File: src/rtl/spi_master_pkg.sv
// Shared types, timing defaults and helpers for the SPI register-read master.
package spi_master_pkg;

  typedef enum logic [2:0] {
    ST_IDLE,
    ST_SETUP,
    ST_ADDR,
    ST_GAP,
    ST_READ,
    ST_HOLD
  } spi_state_t;

  localparam int DLITL_DEF    = 5;
  localparam int CS_SETUP_DEF = 10;
  localparam int CS_HOLD_DEF  = 10;
  localparam int GAP_DEF      = 1;

  function automatic int imax(input int a, input int b);
    return (a > b) ? a : b;
  endfunction

  // Cycles from the cycle start is presented to the cycle done is high.
  function automatic int spi_latency(input int nbit, input int abit, input int dlitl,
                                     input int cs_setup, input int cs_hold, input int gap);
    return 1 + cs_setup + 2 * dlitl * (abit + nbit) + gap + cs_hold;
  endfunction

endpackage

File: src/rtl/spi_bit_timer.sv
// Generates one sclk bit period of 2*dlitl clk cycles: low half, then high half.
module spi_bit_timer #(
  parameter int DW = 3,
  parameter int CW = 4
) (
  input  logic          clk,
  input  logic          rst,
  input  logic          i_enable,
  input  logic [DW-1:0] i_dlitl,
  output logic          o_sclk,
  output logic          o_rise_tick,
  output logic          o_period_end_tick
);

  logic [CW-1:0] r_cnt;
  logic          r_sclk;
  logic [CW-1:0] w_half;
  logic [CW-1:0] w_last;

  assign w_half = CW'(i_dlitl) - CW'(1);
  assign w_last = (CW'(i_dlitl) << 1) - CW'(1);

  // Ticks mark the edge that ends the cycle, so the FSM acts in lockstep with sclk.
  assign o_rise_tick       = i_enable && (r_cnt == w_half);
  assign o_period_end_tick = i_enable && (r_cnt == w_last);
  assign o_sclk            = r_sclk;

  always_ff @(posedge clk) begin
    if (rst) begin
      r_cnt  <= '0;
      r_sclk <= 1'b0;
    end else if (!i_enable || o_period_end_tick) begin
      r_cnt  <= '0;
      r_sclk <= 1'b0;
    end else begin
      r_cnt <= r_cnt + CW'(1);
      if (o_rise_tick) r_sclk <= 1'b1;
    end
  end

endmodule

File: src/rtl/spi_master_read.sv
// SPI master issuing one register read: cs low, address out MSB-first, data in, cs high.
module spi_master_read
  import spi_master_pkg::*;
#(
  parameter int Nbit     = 32,
  parameter int ABIT     = 8,
  parameter int Dlitl    = DLITL_DEF,
  parameter int CS_SETUP = CS_SETUP_DEF,
  parameter int CS_HOLD  = CS_HOLD_DEF,
  parameter int GAP      = GAP_DEF
) (
  input  logic            clk,
  input  logic            rst,
  input  logic            start,
  input  logic [ABIT-1:0] adr,
  output logic            busy,
  output logic            done,
  output logic [Nbit-1:0] rdata,
  output logic            sclk,
  output logic            mosi,
  input  logic            miso,
  output logic            cs
);

  localparam int BCW = $clog2(imax(ABIT, Nbit) + 1);
  localparam int PCW = $clog2(imax(imax(2 * Dlitl, CS_SETUP), imax(CS_HOLD, GAP)) + 1);
  localparam int DW  = $clog2(Dlitl + 1);

  spi_state_t      r_state;
  logic [PCW-1:0]  r_pcnt;
  logic [BCW-1:0]  r_bcnt;
  logic [ABIT-1:0] r_ash;
  logic [Nbit-1:0] r_dsh;
  logic [Nbit-1:0] r_rdata;
  logic            r_miso_s1;
  logic            r_miso_s2;
  logic            r_cs;
  logic            r_mosi;
  logic            r_busy;
  logic            r_done;

  logic            w_tmr_en;
  logic            w_sclk;
  logic            w_rise;
  logic            w_pend;

  assign w_tmr_en = (r_state == ST_ADDR) || (r_state == ST_READ);

  spi_bit_timer #(
    .DW(DW),
    .CW(PCW)
  ) u_timer (
    .clk              (clk),
    .rst              (rst),
    .i_enable         (w_tmr_en),
    .i_dlitl          (DW'(Dlitl)),
    .o_sclk           (w_sclk),
    .o_rise_tick      (w_rise),
    .o_period_end_tick(w_pend)
  );

  always_ff @(posedge clk) begin
    if (rst) begin
      r_miso_s1 <= 1'b0;
      r_miso_s2 <= 1'b0;
    end else begin
      r_miso_s1 <= miso;
      r_miso_s2 <= r_miso_s1;
    end
  end

  always_ff @(posedge clk) begin
    if (rst) begin
      r_state <= ST_IDLE;
      r_pcnt  <= '0;
      r_bcnt  <= '0;
      r_ash   <= '0;
      r_dsh   <= '0;
      r_rdata <= '0;
      r_cs    <= 1'b1;
      r_mosi  <= 1'b1;
      r_busy  <= 1'b0;
      r_done  <= 1'b0;
    end else begin
      r_done <= 1'b0;
      case (r_state)
        ST_IDLE: begin
          if (start) begin
            r_ash   <= adr;
            r_dsh   <= '0;
            r_busy  <= 1'b1;
            r_cs    <= 1'b0;
            r_pcnt  <= '0;
            r_state <= ST_SETUP;
          end
        end
        ST_SETUP: begin
          if (r_pcnt == PCW'(CS_SETUP - 1)) begin
            r_mosi  <= r_ash[ABIT-1];
            r_ash   <= {r_ash[ABIT-2:0], 1'b0};
            r_bcnt  <= '0;
            r_state <= ST_ADDR;
          end else begin
            r_pcnt <= r_pcnt + PCW'(1);
          end
        end
        ST_ADDR: begin
          if (w_pend) begin
            if (r_bcnt == BCW'(ABIT - 1)) begin
              r_mosi  <= 1'b1;
              r_pcnt  <= '0;
              r_state <= ST_GAP;
            end else begin
              r_mosi <= r_ash[ABIT-1];
              r_ash  <= {r_ash[ABIT-2:0], 1'b0};
              r_bcnt <= r_bcnt + BCW'(1);
            end
          end
        end
        ST_GAP: begin
          if (r_pcnt == PCW'(GAP - 1)) begin
            r_bcnt  <= '0;
            r_state <= ST_READ;
          end else begin
            r_pcnt <= r_pcnt + PCW'(1);
          end
        end
        ST_READ: begin
          if (w_rise) r_dsh <= {r_dsh[Nbit-2:0], r_miso_s2};
          if (w_pend) begin
            if (r_bcnt == BCW'(Nbit - 1)) begin
              r_pcnt  <= '0;
              r_state <= ST_HOLD;
            end else begin
              r_bcnt <= r_bcnt + BCW'(1);
            end
          end
        end
        ST_HOLD: begin
          if (r_pcnt == PCW'(CS_HOLD - 1)) begin
            r_cs    <= 1'b1;
            r_rdata <= r_dsh;
            r_done  <= 1'b1;
            r_busy  <= 1'b0;
            r_state <= ST_IDLE;
          end else begin
            r_pcnt <= r_pcnt + PCW'(1);
          end
        end
        default: r_state <= ST_IDLE;
      endcase
    end
  end

  assign busy  = r_busy;
  assign done  = r_done;
  assign rdata = r_rdata;
  assign sclk  = w_sclk;
  assign mosi  = r_mosi;
  assign cs    = r_cs;

endmodule

File: config.mk
export PLATFORM = sky130hd
export DESIGN_NAME = spi_master_read
export DESIGN_NICKNAME = d
export VERILOG_FILES = /design/src/rtl/spi_master_pkg.sv /design/src/rtl/spi_bit_timer.sv /design/src/rtl/spi_master_read.sv
export SDC_FILE = /design/constraint.sdc
export NUM_CORES = 1
export LEC_CHECK = 0
export CAP_MARGIN = 20
export CORE_UTILIZATION = 41
export DETAILED_ROUTE_END_ITERATION = 12
export PLACE_DENSITY = 0.59
export SETUP_SLACK_MARGIN = 0.02
export SLEW_MARGIN = 10
export SYNTH_ARGS = -nofsm -noshare
export SYNTH_HDL_FRONTEND = slang
export SYNTH_SLANG_ARGS = --single-unit
File: constraint.sdc
create_clock -name clk -period 4.3 [get_ports clk]
set_input_delay 1.29 -clock clk [delete_from_list [all_inputs] [get_ports clk]]
set_output_delay 1.29 -clock clk [all_outputs]
set_load 0.02 [all_outputs]
==> impl_metrics.env, run 1 <==
export IMPL_status="finished clean"
export IMPL_drv_slew=0
export IMPL_async_flop_share_pct=0
export IMPL_firstDrtPassIters=6
export IMPL_critPathCaptureType="register"
export IMPL_cts_resized=0
export IMPL_setup_violations=0
export IMPL_multi_input_area_sq_mm=0.00187
export IMPL_root_buffer="clkbuf_8"
export IMPL_initial_core_util_pct=42.6
export IMPL_critical_path_startpoint_type="input pin"
export IMPL_numPortBuffers=48
export IMPL_grt_overflow=0
export IMPL_cp_required_ns=4.60
export IMPL_cp_slowest_cell="a21boi_2"
export IMPL_synth_warnings=0
export IMPL_num_antenna_cells=0
export IMPL_path_delay_family="buffers and inverters"
export IMPL_syn_area_sq_mm=0.00397
export IMPL_synth_edf_count=0
export IMPL_netlist_area_leader_share_pct=48.4
export IMPL_criticalPathCategory="in2reg"
export IMPL_finalHoldViolCount=0
export IMPL_wire_per_inst_um=13.0
export IMPL_critPathMaxStageDelay_ns=0.63
export IMPL_num_nets_final=528
export IMPL_crit_buf_inv=2
export IMPL_cp_max_fo=17
export IMPL_die_h_um=100
export IMPL_power_leakage_nw=1.53
export IMPL_cts_tree="yes"
export IMPL_cts_hold_buffers=0
export IMPL_wl_mm=8.37
export IMPL_grt_max_degree=69
export IMPL_vias=3342
export IMPL_place_congestion=0.752
export IMPL_nFillCells=932
export IMPL_tightest_slew_ns=0.894
export IMPL_cts_clk_slew_worst_paths_ns=0.10
export IMPL_num_rows=35
export IMPL_syn_avg_cell_area_sq_um=8.33
export IMPL_gr_usage_all_layers_pct=17.6
export IMPL_htree_levels=3
export IMPL_synthFlopType="dfxtp_1"
export IMPL_cts_inserted_buffers=9
export IMPL_synth_seq_cells=96
export IMPL_die_area_sq_mm=0.0101
export IMPL_drive_above_1_share_pct=7.20
export IMPL_drcViolationCount=0
export IMPL_synthTopCellsByArea="dfxtp_1 48%, nand2_1 10%, a21oi_1 9.8%"
export IMPL_path_cells="clkdlybuf4s50_1 -> nand3_1 -> a21boi_2 -> buf_4 -> nand2_1 -> a21oi_1"
export IMPL_final_cell_area_sq_mm=0.00470
export IMPL_ios=49
export IMPL_final_min_clock_period_ns=2.77
export IMPL_slew_headroom_pct=40.3
export IMPL_tns_ns=0
export IMPL_synth_top_cell_by_area="dfxtp_1"
export IMPL_seqCellArea_sq_mm=0.00192
export IMPL_ys_seq_area_share_pct=48.4
export IMPL_syn_nets=496
export IMPL_synthCells=477
export IMPL_place_area_sq_mm=0.00450
export IMPL_fp_dieW_um=100
export IMPL_fin_crit_sh_pct=64.4
export IMPL_ant_nets=0
export IMPL_areaGrowthSynthToFinish_pct=18.3
export IMPL_cts_sinks=96
export IMPL_max_freq_mhz=361
export IMPL_clk_latency_ns=0.36
export IMPL_antenna_found_initial=0
export IMPL_grt_pass1_wl_mm=14.3
export IMPL_drt_iter0_markers=92
export IMPL_synth_cell_types=57
export IMPL_critical_path_arrival_ns=3.07
export IMPL_ir_worst_vdd_mv=0.174
export IMPL_cap_violations=0
export IMPL_dp_hpwl_mm=5.29
export IMPL_holdWs_ns=0.456
export IMPL_core_sq_mm=0.00933
export IMPL_hold_class="reg2reg"
export IMPL_power_density_mw_per_mm2=475
export IMPL_postCtsSetupBuffers=0
export IMPL_grt_pass1_vias=3127
export IMPL_cts_max_path_buffers=2
export IMPL_skew_ns=0.00982
export IMPL_rsz0062_at_grt="false"
export IMPL_viasPerCell=5.20
[cells in the mapped netlist (2+ instances only)]
master      n
dfxtp_1    96
o31ai_1     2
o22ai_1     4
a211oi_1    7
nor2b_1     3
a211oi_2    2
inv_1       8
buf_6       2
buf_4       3
a21oi_1    78
nand3_1    42
nor2_1     20
buf_2       2
o21ai_1     3
clkbuf_1   25
nand2_1   111
o21ai_0     6
and3_1      3
a21bo_1     2
ha_1        7
nand3b_1    2
nor3_1      4
nand2b_1    4
mux2i_1     8
[registers in the layout, summed over array words and instances, names as in the netlist]
name	cells
cs	1
r_ash	8
r_miso_s1	1
r_miso_s2	1
u_timer.r_cnt	4
r_pcnt	4
rdata	32
r_bcnt	6
r_state	3
mosi	1
done	1
busy	1
r_dsh	32
u_timer.o_sclk	1
[metal layers]
layer / track usage (%) / routed length (um) / up-vias
met1: 23.4 / 4200 / 1559
li1: - / - / 1712
met5: 0 / 0 / -
met2: 28.5 / 3780 / 60
met4: 7.36 / 144 / 0
met3: 2.86 / 250 / 11
[worst reg2reg max path, cell delays in order, from the launching register on]
cell	delay (ns)
dfxtp_1	0.84
nor3b_4	0.10
buf_4	0.28
a21boi_2	0.65
buf_4	0.34
nand2_1	0.09
a21oi_1	0.12
[placed cells by master (no fill, tap or decap), types with 2 or more instances in the layout]
master / instances
nand3b_1: 2
a21oi_1: 78
and3_1: 3
dfxtp_1: 96
nor2b_1: 3
nand2_1: 111
inv_1: 8
o31ai_1: 2
nand3_1: 42
o21ai_1: 3
nand2b_1: 4
ha_1: 7
clkbuf_8: 10
mux2i_1: 8
o21ai_0: 6
a211oi_1: 7
inv_6: 3
a211oi_2: 2
nor3_1: 4
buf_4: 5
inv_8: 2
a21bo_1: 2
nor2_1: 19
clkdlybuf4s50_1: 47
o22ai_1: 4
[per-stage QoR]
stage	instances	worst slack, ns	power (mW)	util (%)
after detailed placement	627	1.13	1.67	48.3
after floorplan	477	1.98	1.56	-
after global routing	643	1.33	2.37	50.4
final	643	1.53	2.23	50.4
after CTS	643	1.53	2.25	50.4
after global placement	627	1.17	1.66	48.3
[logic make-up after synthesis]
logic type      share of synthesized area [%]
fa+ha+maj                                2.20
flops                                    48.4
mux                                      2.02
buf+inv                                  4.66
xor+xnor                                0.441
compound gates                           19.1
simple gates                             23.2
[worst paths after layout]
| path | to | depth (start not counted) | from | slack (ns) |
|---|---|---|---|---|
| setup reg to reg | r_dsh[29]$_SDFFE_PP0P_ | 6 | r_state[0]$_SDFFE_PP0P_ | 1.82 |
| hold / removal | r_miso_s2$_SDFF_PP0_ | 1 | r_miso_s1$_SDFF_PP0_ | 0.46 |
| hold reg to reg | r_miso_s2$_SDFF_PP0_ | 1 | r_miso_s1$_SDFF_PP0_ | 0.46 |
| setup / recovery | r_dsh[29]$_SDFFE_PP0P_ | 6 | start | 1.53 |
[report_power, final]
part	internal (mW)	switching, mW
Sequential	0.944	0.0757
Clock	0.242	0.344
Combinational	0.229	0.399
Total	1.42	0.819
[cell type report]
class / instances / share of cell area, %
Inverter: 9 / 0.772
Clock inverter: 6 / 1.22
Multi-Input combinational cell: 340 / 39.8
Sequential cell: 96 / 40.9
Tap cell: 129 / 3.43
Timing Repair Buffer: 53 / 10.9
Clock buffer: 10 / 2.93
Power figures use the tool's default switching activity.
==> inputs of run 2 (changes only) <==
- clock period: 4.3 -> 2.73 ns (I/O delays scaled with it)
==> run 2 against run 1 <==
- sequential power up 56%
- die area stayed put
- sequential share of layout area decreased by 0.24 points
- final cell count increased by 0.62%
- routed wire length fell by 1.0%
- worst setup slack got worse by 0.96 ns
- clock power grew 48%
- via count fell by 0.78%
- highest routed layer unchanged
==> impl_metrics.env, run 2 (synthesized netlist as in run 1, its figures left out) <==
export IMPL_status="finished clean"
export IMPL_firstDrtPassIters=4
export IMPL_seqCellArea_sq_mm=0.00192
export IMPL_reg2reg_slack_ns=0.57
export IMPL_ios=49
export IMPL_hold_depth=1
export IMPL_critical_path_startpoint_type="register"
export IMPL_fp_dieW_um=100
export IMPL_dp_hpwl_mm=5.36
export IMPL_core_sq_mm=0.00933
export IMPL_initial_core_util_pct=42.6
export IMPL_dr_wl_met3_um=209
export IMPL_nFillCells=903
export IMPL_areaGrowthSynthToFinish_pct=19.0
export IMPL_ir_worst_vdd_mv=0.291
export IMPL_finalHoldViolCount=0
export IMPL_drt_iter0_markers=176
export IMPL_cts_clk_slew_worst_paths_ns=0.09
export IMPL_slew_headroom_pct=54.3
export IMPL_min_from="r_miso_s1$_SDFF_PP0_"
export IMPL_path_delay_family="compound AO/OA/AOI/OAI gates"
export IMPL_layout_setup_ws_ns=0.566
export IMPL_root_buffer="clkbuf_8"
export IMPL_rr_endpoint="r_bcnt[2]$_SDFFE_PP0P_"
export IMPL_tightest_slew_ns=0.684
export IMPL_wl_mm=8.28
export IMPL_htree_levels=3
export IMPL_drive_above_1_share_pct=7.72
export IMPL_tns_ns=0
export IMPL_vias=3316
export IMPL_num_rows=35
export IMPL_final_min_clock_period_ns=2.16
export IMPL_whs_endpoint="r_miso_s2$_SDFF_PP0_"
export IMPL_wl_met2_mm=3.77
export IMPL_cp_required_ns=2.97
export IMPL_reg2reg_depth=5
export IMPL_wire_per_inst_um=12.8
export IMPL_skew_ns=0.0116
export IMPL_numPortBuffers=48
export IMPL_grt_pass1_wl_mm=14.5
export IMPL_r2r_start="r_state[1]$_SDFFE_PP0P_"
export IMPL_critPathMaxStageDelay_ns=0.66
export IMPL_rsz0062_at_grt="false"
export IMPL_cts_hold_buffers=0
export IMPL_cts_max_path_buffers=2
export IMPL_drt_met1_wl_mm=4.20
export IMPL_fin_crit_sh_pct=79.3
export IMPL_grt_max_degree=46
export IMPL_max_freq_mhz=462
export IMPL_postCtsSetupBuffers=0
export IMPL_cts_sinks=96
export IMPL_grt_overflow=0
export IMPL_cts_tree="yes"
export IMPL_num_antenna_cells=0
export IMPL_place_area_sq_mm=0.00455
export IMPL_critical_path_arrival_ns=2.41
export IMPL_cap_violations=0
export IMPL_hold_class="reg2reg"
export IMPL_num_nets_final=532
export IMPL_preCtsSetupSlack_ns=0.294
export IMPL_power_leakage_nw=1.54
export IMPL_die_h_um=100
export IMPL_critPathCaptureType="register"
export IMPL_ant_nets=0
export IMPL_final_common_cell="nand2_1"
export IMPL_power_density_mw_per_mm2=744
export IMPL_cts_resized=0
export IMPL_drcViolationCount=0
export IMPL_cp_max_fo=13
export IMPL_multi_input_area_sq_mm=0.00187
export IMPL_grt_pass1_vias=3070
export IMPL_setup_violations=0
export IMPL_die_area_sq_mm=0.0101
export IMPL_cts_inserted_buffers=9
export IMPL_cp_slowest_cell="dfxtp_1"
export IMPL_crit_buf_inv=0
export IMPL_route_top_layer_used="met4"
export IMPL_antenna_found_initial=0
export IMPL_place_congestion=0.819
export IMPL_criticalPathCategory="reg2reg"
export IMPL_gr_usage_all_layers_pct=17.7
export IMPL_final_cell_mix="111 x nand2_1, 96 x dfxtp_1, 78 x a21oi_1"
export IMPL_path_cells="or2b_1 -> a211oi_4 -> a211oi_2 -> o21ai_1 -> a31o_1"
export IMPL_clk_latency_ns=0.35
export IMPL_viasPerCell=5.13
export IMPL_final_cell_area_sq_mm=0.00473
export IMPL_drv_slew=0
run 2: worst max-delay path by stage:
| stage | start | end | cells after the start |
|---|---|---|---|
| final | r_state[1]$_SDFFE_PP0P_ | r_bcnt[2]$_SDFFE_PP0P_ | 5 |
| after detailed placement | start | r_state[2]$_SDFFE_PP0P_ | 6 |
| after global placement | start | r_state[2]$_SDFFE_PP0P_ | 6 |
| after floorplan | r_pcnt[0]$_SDFFE_PP0P_ | r_pcnt[0]$_SDFFE_PP0P_ | 8 |
| after CTS | r_state[1]$_SDFFE_PP0P_ | r_bcnt[2]$_SDFFE_PP0P_ | 5 |
| after global routing | r_state[1]$_SDFFE_PP0P_ | r_bcnt[2]$_SDFFE_PP0P_ | 5 |
run 2: area by class of cell:
| class | instances | area share [%] |
|---|---|---|
| tap | 129 | 3.41 |
| timing repair buffer | 57 | 11.8 |
| inverter | 9 | 0.768 |
| sequential | 96 | 40.7 |
| clock buffer | 10 | 2.70 |
| clock inverter | 6 | 1.11 |
| multi-input combinational | 340 | 39.6 |
run 2: metrics by stage:
stage | power, mW | util (%) | hold slack [ns] | std cells
finish | 3.52 | 50.7 | 0.456 | 647
global route | 3.75 | 50.7 | 0.470 | 647
CTS | 3.56 | 50.7 | 0.460 | 647
detailed placement | 2.69 | 48.7 | 0.441 | 631
global placement | 2.67 | 48.7 | 0.425 | 631
floorplan | 2.46 | - | 0.414 | 477
run 2: routing by layer:
layer,vias up,GRT usage (%)
li1,1718,-
met1,1546,25.1
met2,43,27.5
met3,9,2.44
met4,0,6.58
met5,-,0
run 2: report_power, final:
group | internal, mW | leakage [nW] | switching (mW) | total, mW
clock network | 0.346 | 0.0854 | 0.518 | 0.865
registers | 1.49 | 0.776 | 0.100 | 1.59
logic | 0.410 | 0.677 | 0.655 | 1.06
total | 2.24 | 1.54 | 1.27 | 3.52
==> inputs of run 3 (changes only) <==
- clock period: 2.73 -> 2.3 ns (I/O delays scaled with it)
==> run 3 against run 2 <==
- combinational power increased by 34%
- fmax increased by 4.9%
- sequential power increased by 19%
- core utilization increased by 1.2 points
- clock skew about the same
- largest cell class unchanged
==> impl_metrics.env, run 3 (synthesized netlist as in run 1, its figures left out) <==
export IMPL_grt_max_degree=79
export IMPL_critical_path_arrival_ns=2.35
export IMPL_cp_slowest_cell="dfxtp_1"
export IMPL_antenna_found_initial=0
export IMPL_wire_per_inst_um=12.8
export IMPL_tightest_slew_ns=0.472
export IMPL_drt_iter0_markers=139
export IMPL_cts_tree="yes"
export IMPL_tns_ns=0
export IMPL_min_from="r_miso_s1$_SDFF_PP0_"
export IMPL_critPathCaptureType="register"
export IMPL_skew_ns=0.0119
export IMPL_drcViolationCount=0
export IMPL_initial_core_util_pct=42.6
export IMPL_cts_inserted_buffers=9
export IMPL_r2r_start="r_pcnt[0]$_SDFFE_PP0P_"
export IMPL_root_buffer="clkbuf_8"
export IMPL_htree_levels=3
export IMPL_final_common_cell="nand2_1"
export IMPL_die_h_um=100
export IMPL_path_cells="inv_1 -> ha_1 -> and4bb_2 -> a2111oi_4 -> or2_4 -> o21ai_1 -> a221oi_2"
export IMPL_fin_cells=655
export IMPL_grt_pass1_wl_mm=14.6
export IMPL_numPortBuffers=48
export IMPL_drive_above_1_share_pct=9.70
export IMPL_drv_slew=0
export IMPL_firstDrtPassIters=4
export IMPL_use_met1_pct=24.7
export IMPL_hold_class="reg2reg"
export IMPL_num_antenna_cells=0
export IMPL_crit_path_start="r_pcnt[0]$_SDFFE_PP0P_"
export IMPL_cts_clk_slew_worst_paths_ns=0.10
export IMPL_grtUsageMet3_pct=3.06
export IMPL_cp_max_fo=7
export IMPL_critical_path_startpoint_type="register"
export IMPL_p_total_mw=4.36
export IMPL_use_met2_pct=28.4
export IMPL_ir_worst_vdd_mv=0.397
export IMPL_cts_max_path_buffers=2
export IMPL_place_area_sq_mm=0.00464
export IMPL_final_cell_mix="111 x nand2_1, 95 x dfxtp_1, 78 x a21oi_1"
export IMPL_status="finished clean"
export IMPL_grt_pass1_vias=3091
export IMPL_viasPerCell=5.16
export IMPL_vias=3380
export IMPL_gr_usage_all_layers_pct=18.0
export IMPL_ios=49
export IMPL_grt_overflow=0
export IMPL_holdWs_ns=0.446
export IMPL_fin_crit_sh_pct=89.7
export IMPL_path_delay_family="compound AO/OA/AOI/OAI gates"
export IMPL_post_place_cells=639
export IMPL_final_min_clock_period_ns=2.06
export IMPL_place_congestion=0.795
export IMPL_slew_headroom_pct=68.5
export IMPL_power_leakage_nw=1.61
export IMPL_cap_violations=0
export IMPL_core_sq_mm=0.00933
export IMPL_crit_buf_inv=1
export IMPL_dp_hpwl_mm=5.49
export IMPL_wl_mm=8.41
export IMPL_clk_latency_ns=0.36
export IMPL_fp_dieW_um=100
export IMPL_num_nets_final=540
export IMPL_setup_violations=0
export IMPL_ant_nets=0
export IMPL_cts_sinks=96
export IMPL_criticalPathCategory="reg2reg"
export IMPL_num_rows=35
export IMPL_power_density_mw_per_mm2=901
export IMPL_critPathMaxStageDelay_ns=0.43
export IMPL_cp_required_ns=2.58
export IMPL_grt_busiest_layer="met2"
export IMPL_max_freq_mhz=485
export IMPL_die_area_sq_mm=0.0101
export IMPL_finalHoldViolCount=0
export IMPL_rsz0062_at_grt="false"
export IMPL_areaGrowthSynthToFinish_pct=21.7
export IMPL_final_cell_area_sq_mm=0.00483
==> run 3: path summary, 6_finish.rpt <==
kind | end | slack, ns | cells past startpoint
min | r_miso_s2$_SDFF_PP0_ | 0.45 | 1
max reg2reg | r_pcnt[0]$_SDFFE_PP0P_ | 0.24 | 7
min reg2reg | r_miso_s2$_SDFF_PP0_ | 0.45 | 1
max | r_pcnt[0]$_SDFFE_PP0P_ | 0.24 | 7
==> run 3: stage by stage <==
step / util (%) / worst slack [ns]
2_1_floorplan: - / 0.400
3_3_place_gp: 49.8 / 0.0811
3_5_place_dp: 49.8 / -0.00261
4_1_cts: 51.8 / 0.166
5_1_grt: 51.8 / 0.0461
6_report: 51.8 / 0.238
==> run 3: metal layers <==
metal,share of wire (%),up-vias
met5,0,-
met4,1.5,0
met3,3.1,11
met2,45,50
met1,50,1590
li1,-,1729
==> run 3: where the power goes <==
part           internal [mW]  switching (mW)
registers               1.77           0.123
clock network          0.418           0.630
logic                  0.604           0.813
==> run 3: cell type report <==
type | count | area, sq um
fill | 938 | 4490
sequential | 96 | 1920
multi-input combinational | 340 | 1870
timing repair buffer | 65 | 653
tap | 129 | 161
clock buffer | 9 | 124
clock inverter | 7 | 62.6
inverter | 9 | 36.3
==> run 3: repair_timing <==
item,in CTS,in global routing
endpoints found under the hold margin,0,0
resized for setup,0,2
hold buffers,0,0
endpoints found under the setup margin,0,2
buffers inserted,0,0
